`src/rtl/division_pkg.sv`:
```
// Shared definitions for the restoring divider and its reconstructor.
//   DIV_WIDTH  : default operand width used by both blocks
//   IDLE/RUN/DONE : FSM state encodings (2-bit, legacy-compatible constants)
//   cnt_width() : width of an iteration counter that counts 0..w-1
package division_pkg;

  localparam int DIV_WIDTH = 8;

  localparam logic [1:0] IDLE = 2'd0;
  localparam logic [1:0] RUN  = 2'd1;
  localparam logic [1:0] DONE = 2'd2;

  // $clog2(1) is 0, which would give a zero-width counter.
  function automatic int cnt_width(input int w);
    return (w < 2) ? 1 : $clog2(w);
  endfunction

endpackage

```
`src/rtl/division_reconstructor_if.sv`:
```
// Request/result bus of the division reconstructor.
//   start, quotient, divisor, remainder : request, driven by the master
//   busy, done, dividend_out, overflow  : status/result, driven by the slave
interface division_reconstructor_if
  import division_pkg::*;
#(
  parameter int WIDTH = DIV_WIDTH
) ();

  logic               start;
  logic [WIDTH-1:0]   quotient;
  logic [WIDTH-1:0]   divisor;
  logic [WIDTH-1:0]   remainder;
  logic               busy;
  logic               done;
  logic [2*WIDTH-1:0] dividend_out;
  logic               overflow;

  modport master (
    output start, quotient, divisor, remainder,
    input  busy, done, dividend_out, overflow
  );

  modport slave (
    input  start, quotient, divisor, remainder,
    output busy, done, dividend_out, overflow
  );

endinterface

```
`src/rtl/division_reconstructor.sv`:
```
// Rebuilds a dividend from a divider result: dividend_out = quotient*divisor
// + remainder (unsigned), one shift-and-add iteration per clock.
//   clock   : rising-edge clock
//   reset_n : synchronous active-low reset
//   bus     : slave side of division_reconstructor_if
//             start/quotient/divisor/remainder in,
//             busy/done/dividend_out/overflow out
// Latency is fixed at WIDTH iterations regardless of operand values; done
// pulses for one cycle and the result holds until the next completion.
module division_reconstructor
  import division_pkg::*;
#(
  parameter int WIDTH = DIV_WIDTH
) (
  input  logic                     clock,
  input  logic                     reset_n,
  division_reconstructor_if.slave  bus
);

  localparam int CW = cnt_width(WIDTH);

  logic [1:0]         state;
  logic [2*WIDTH-1:0] acc;
  logic [2*WIDTH-1:0] mcand;
  logic [WIDTH-1:0]   mplier;
  logic [CW-1:0]      count;
  logic               busy_q;
  logic               done_q;
  logic [2*WIDTH-1:0] result_q;
  logic               ovf_q;

  logic               accept;
  logic               last;
  logic [2*WIDTH-1:0] acc_sum;

  // Operands are only taken when not iterating; DONE accepts too so that
  // back-to-back operations cost no idle cycle.
  assign accept  = bus.start && ((state == IDLE) || (state == DONE));
  assign last    = (count == CW'(WIDTH - 1));
  // acc starts at remainder and partial products are added onto it, so the
  // final acc is already quotient*divisor + remainder. Max value
  // (2^W-1)^2 + 2^W-1 < 2^(2W), so the add never carries out.
  assign acc_sum = mplier[0] ? (acc + mcand) : acc;

  always_ff @(posedge clock) begin
    if (!reset_n) begin
      state    <= IDLE;
      acc      <= '0;
      mcand    <= '0;
      mplier   <= '0;
      count    <= '0;
      busy_q   <= 1'b0;
      done_q   <= 1'b0;
      result_q <= '0;
      ovf_q    <= 1'b0;
    end else begin
      case (state)
        IDLE, DONE: begin
          if (accept) begin
            acc    <= {{WIDTH{1'b0}}, bus.remainder};
            mcand  <= {{WIDTH{1'b0}}, bus.divisor};
            mplier <= bus.quotient;
            count  <= '0;
            busy_q <= 1'b1;
            done_q <= 1'b0;
            state  <= RUN;
          end else begin
            done_q <= 1'b0;
            state  <= IDLE;
          end
        end
        RUN: begin
          acc    <= acc_sum;
          mcand  <= mcand << 1;
          mplier <= mplier >> 1;
          count  <= count + CW'(1);
          if (last) begin
            result_q <= acc_sum;
            ovf_q    <= |acc_sum[2*WIDTH-1:WIDTH];
            busy_q   <= 1'b0;
            done_q   <= 1'b1;
            state    <= DONE;
          end
        end
        default: begin
          busy_q <= 1'b0;
          done_q <= 1'b0;
          state  <= IDLE;
        end
      endcase
    end
  end

  assign bus.busy         = busy_q;
  assign bus.done         = done_q;
  assign bus.dividend_out = result_q;
  assign bus.overflow     = ovf_q;

endmodule

```
`src/flat_wrapper.sv`:
```
// flat-port wrapper written by rule: the top's interface ports become plain ports
module division_reconstructor_flat import division_pkg::*;
#(
  parameter int WIDTH = DIV_WIDTH
)
  (clock, reset_n, bus_start, bus_quotient, bus_divisor, bus_remainder, bus_busy, bus_done, bus_dividend_out, bus_overflow);
  division_reconstructor_if #(.WIDTH(WIDTH)) bus_i ();
  input  logic clock;
  input  logic reset_n;
  input wire logic [$bits(bus_i.start)-1:0] bus_start;
  input wire logic [$bits(bus_i.quotient)-1:0] bus_quotient;
  input wire logic [$bits(bus_i.divisor)-1:0] bus_divisor;
  input wire logic [$bits(bus_i.remainder)-1:0] bus_remainder;
  output wire logic [$bits(bus_i.busy)-1:0] bus_busy;
  output wire logic [$bits(bus_i.done)-1:0] bus_done;
  output wire logic [$bits(bus_i.dividend_out)-1:0] bus_dividend_out;
  output wire logic [$bits(bus_i.overflow)-1:0] bus_overflow;
  assign bus_i.start = bus_start;
  assign bus_i.quotient = bus_quotient;
  assign bus_i.divisor = bus_divisor;
  assign bus_i.remainder = bus_remainder;
  assign bus_busy = bus_i.busy;
  assign bus_done = bus_i.done;
  assign bus_dividend_out = bus_i.dividend_out;
  assign bus_overflow = bus_i.overflow;
  division_reconstructor #(.WIDTH(WIDTH)) u_core (.clock(clock), .reset_n(reset_n), .bus(bus_i));
endmodule
```
`config.mk`:
```
export PLATFORM = sky130hd
export DESIGN_NAME = division_reconstructor_flat
export DESIGN_NICKNAME = d
export VERILOG_FILES = /design/src/rtl/division_pkg.sv /design/src/rtl/division_reconstructor_if.sv /design/src/rtl/division_reconstructor.sv /design/src/flat_wrapper.sv
export SDC_FILE = /design/constraint.sdc
export NUM_CORES = 1
export LEC_CHECK = 0
export ABC_CLOCK_PERIOD_IN_PS = 3600
export CAP_MARGIN = 20
export CELL_PAD_IN_SITES_DETAIL_PLACEMENT = 1
export CELL_PAD_IN_SITES_GLOBAL_PLACEMENT = 2
export CORE_AREA = 8 8 83 140
export CTS_CLUSTER_DIAMETER = 50
export DETAILED_ROUTE_END_ITERATION = 8
export DIE_AREA = 0 0 91 148
export PLACE_DENSITY_LB_ADDON = 0.15
export SETUP_SLACK_MARGIN = 0.02
export SLEW_MARGIN = 20
export SYNTH_ARGS = -nofsm -noshare
export SYNTH_HDL_FRONTEND = slang
export SYNTH_SLANG_ARGS = --single-unit
```
`constraint.sdc`:
```
create_clock -name clock -period 3.6 [get_ports clock]
set_input_delay 0.36 -clock clock [delete_from_list [all_inputs] [get_ports clock]]
set_output_delay 0.36 -clock clock [all_outputs]
set_load 0.01 [all_outputs]
```
==> impl_metrics.csv <==
group,metric,value,unit
outcome,status,"complete, no violations",
synth,synth_edf_count,0,
detailed_routing,first_pass_iters,4,
hold_path,hold-path-cell-count,2,
critical_path,cp-start-kind,"register",
pwr,p_int,1330,µW
die,ioPinCount,46,
clock_network,cts_buffers,9,
synth,yosysUniqueCellTypes,51,
critical_path,r2r_cells,9,
hold_path,hp-start,"u_core.bus.dividend_out[14]",
synth,ys_warn_count,0,
pwr,seqPwrFrac,41.6,%
synth,synthArstFlopShare,0,%
global_route,grt_pass1_wl,17.6,mm
placed_design,placedCellCount,550,
die,die_width,91,µm
timing,drv_slew,0,
clock_network,cts.sink_count,64,
hold_path,hp-class,"reg2reg",
synth,ys_seq_area_share,39.1,%
timing,fmax,386,MHz
global_route,overflow,0,
critical_path,critPathLaunch,"u_core.mcand[0]",
pwr,ir_drop,0.257,mV
pwr,p_leak,0.00151,µW
cells_and_area,syn_to_final_growth,26.1,%
cells_and_area,insertedDiodeCount,0,
placed_design,placed_area,3860,µm²
clock_network,cts_root_buf,"clkbuf_16",
die,initial_core_util,33.7,%
critical_path,max_stage_delay,0.44,ns
clock_network,cts_tree,"yes",
critical_path,worstPathMaxFanout,3,
cells_and_area,fin_nets,481,
timing,worstMarginPinSlew,0.862,ns
timing,holdWs,0.463,ns
die,die_h,148,µm
flow_run,maxCapViolCount,0,
timing,hold_viol,0,
pwr,switching_share,27.6,%
critical_path,crit_type,"reg2reg",
clock_network,cts_buffer_depth,2,
timing,post-route-min-period,2.59,ns
critical_path,cp_data_required_time,3.85,ns
cells_and_area,fin_area,4130,µm²
detailed_routing,final_antenna_net_count,0,
global_route,groute.usage.overall,16.8,%
pwr,power_switching,509,µW
detailed_routing,routed_wl,10.8,mm
global_route,grt_pass1_vias,3455,
critical_path,worstPathCellList,"ha_1 > fa_1 > a211oi_2 > o21ai_0 > a211o_1 > and3_1 > o2111a_1 > and4_1 > a41oi_1",
synth,synth-seq-cells,64,
clock_network,clock_latency,0.33,ns
detailed_routing,num_vias,3164,
critical_path,endpoint_kind,"register",
timing,maxSlewHeadroom,42.3,%
pwr,clockPowerShare,43.9,%
synth,syn_nets,438,
clock_network,cts_resized,0,
global_route,antenna_found_initial,0,
clock_network,post_cts_buffers,0,
pwr,comb_power_share,14.6,%
critical_path,r2r_start,"u_core.mcand[0]",
global_route,grt_max_degree,32,
synth,synth_area_per_cell,8.34,µm²
die,rows,48,
timing,clock-skew-final,0.00807,ns
placed_design,gp_congestion,0.836,
clock_network,h-tree-depth,3,
timing,setup_viol,0,
cells_and_area,drive_gt1_share,6.82,%
detailed_routing,drc,0,
synth,netlist_instances,393,
detailed_routing,wl_per_cell,19.1,µm
pwr,p_per_area,445,nW/µm²
timing,tns,0,ns
synth,synthFlopType,"dfxtp_1",
detailed_routing,first_iter_violations,113,
timing,rsz0062_at_grt,"no",
placed_design,numPortBuffers,45,
die,die_area,13500,µm²
clock_network,hold_buffers,0,
detailed_routing,drt-vias-per-instance,5.60,
synth,syn_area,3280,µm²
critical_path,worst_ep_arrival_time,2.85,ns
clock_network,path_clk_slew,0.06,ns
timing,finalCritPeriodShare,72.0,%
die,coreArea,9730,µm²
critical_path,cp_slowest_cell,"fa_1",
cells_and_area,finalNonFillerCells,565,
placed_design,hpwlAfterDp,8.21,mm
[power by group through the flow]
| stage | combinational, µW | clock [µW] | sequential, µW |
|---|---|---|---|
| final | 268 | 807 | 765 |
| after global routing | 298 | 863 | 768 |
| after floorplan | 180 | 0 | 773 |
| after CTS | 274 | 828 | 765 |
| after global placement | 268 | 0 | 779 |
| after detailed placement | 273 | 0 | 780 |
[worst max-delay path: cells and delay by family (launching register included)]
kind	cells	cell delay [ns]
compound gates	5	1.11
fa+ha+maj	2	0.69
simple gates	2	0.36
flops	1	0.33
[Yosys cell counts, drive strengths merged (4+ instances only)]
cell    instances  share of area, %
a211oi         16               4.0
a21oi          32               4.9
a22o            4               1.1
a22oi          10               2.3
a311oi         12               3.2
a31oi           4              0.76
buf             7               1.1
clkbuf         15               1.7
dfxtp          64                39
ha             17               6.5
inv             5              0.57
mux2i           8               2.4
nand2          48               5.5
nor2           58               6.6
nor3            7               1.1
o211ai          4              0.92
o21ai          22               3.6
o221ai          6               1.8
xnor2           5               1.3
[kinds of logic after synthesis]
logic type	synth area share (%)
simple gates	18.1
compound gates	27.7
flops	39.1
buf+inv	3.40
fa+ha+maj	7.10
xor+xnor	2.14
mux	2.44
[cells in the final DEF (no fill, tap or decap), types with 9 or more instances in the layout]
cell type | synthesis | final
a21oi_1 | 32 | 32
clkdlybuf4s50_1 | 0 | 45
ha_1 | 17 | 17
a211oi_1 | 14 | 14
a22oi_1 | 10 | 10
nand2_1 | 48 | 48
nor2_1 | 58 | 58
dfxtp_1 | 64 | 64
buf_4 | 2 | 9
clkbuf_16 | 0 | 9
o21ai_0 | 20 | 20
a311oi_1 | 12 | 12
[through the flow]
step / utilization [%] / setup slack (ns) / power, µW
after detailed placement: 39.7 / 1.03 / 1050
final: 42.5 / 1.01 / 1840
after global routing: 42.5 / 0.884 / 1930
after floorplan: - / 1.24 / 953
after CTS: 42.5 / 0.994 / 1870
after global placement: 39.7 / 1.09 / 1050
[final timing paths]
| kind | end | slack [ns] |
|---|---|---|
| hold reg to reg | u_core.bus.dividend_out[14] | 0.46 |
| setup reg to reg | u_core.bus.overflow | 1.01 |
| setup / recovery | u_core.bus.overflow | 1.01 |
| hold / removal | u_core.bus.dividend_out[14] | 0.46 |
[layer usage]
layer | up-vias | wire (µm) | share of wire (%) | global-route usage (%)
met4 | 0 | 439 | 4.1 | 10.2
met5 | - | 0 | 0 | 0
met3 | 22 | 311 | 2.9 | 3.20
met1 | 1538 | 3960 | 37 | 15.6
li1 | 1537 | - | - | -
met2 | 67 | 6090 | 56 | 32.3
[cell type report]
| type | count | area, µm² |
|---|---|---|
| repair buffers | 54 | 518 |
| clock inverters | 4 | 31.3 |
| well taps | 125 | 156 |
| fillers | 1212 | 5600 |
| multi-input cells | 302 | 1890 |
| clock buffers | 11 | 243 |
| inverters | 5 | 18.8 |
| flip-flops and latches | 64 | 1280 |
[flip-flops by register name (all words and copies together) (netlist names)]
name                     flops
u_core.acc                  16
u_core.bus.busy              1
u_core.bus.dividend_out     16
u_core.bus.done              1
u_core.bus.overflow          1
u_core.count                 3
u_core.mcand                16
u_core.mplier                8
u_core.state                 2
Note: power is estimated with default switching activity, not from simulation.
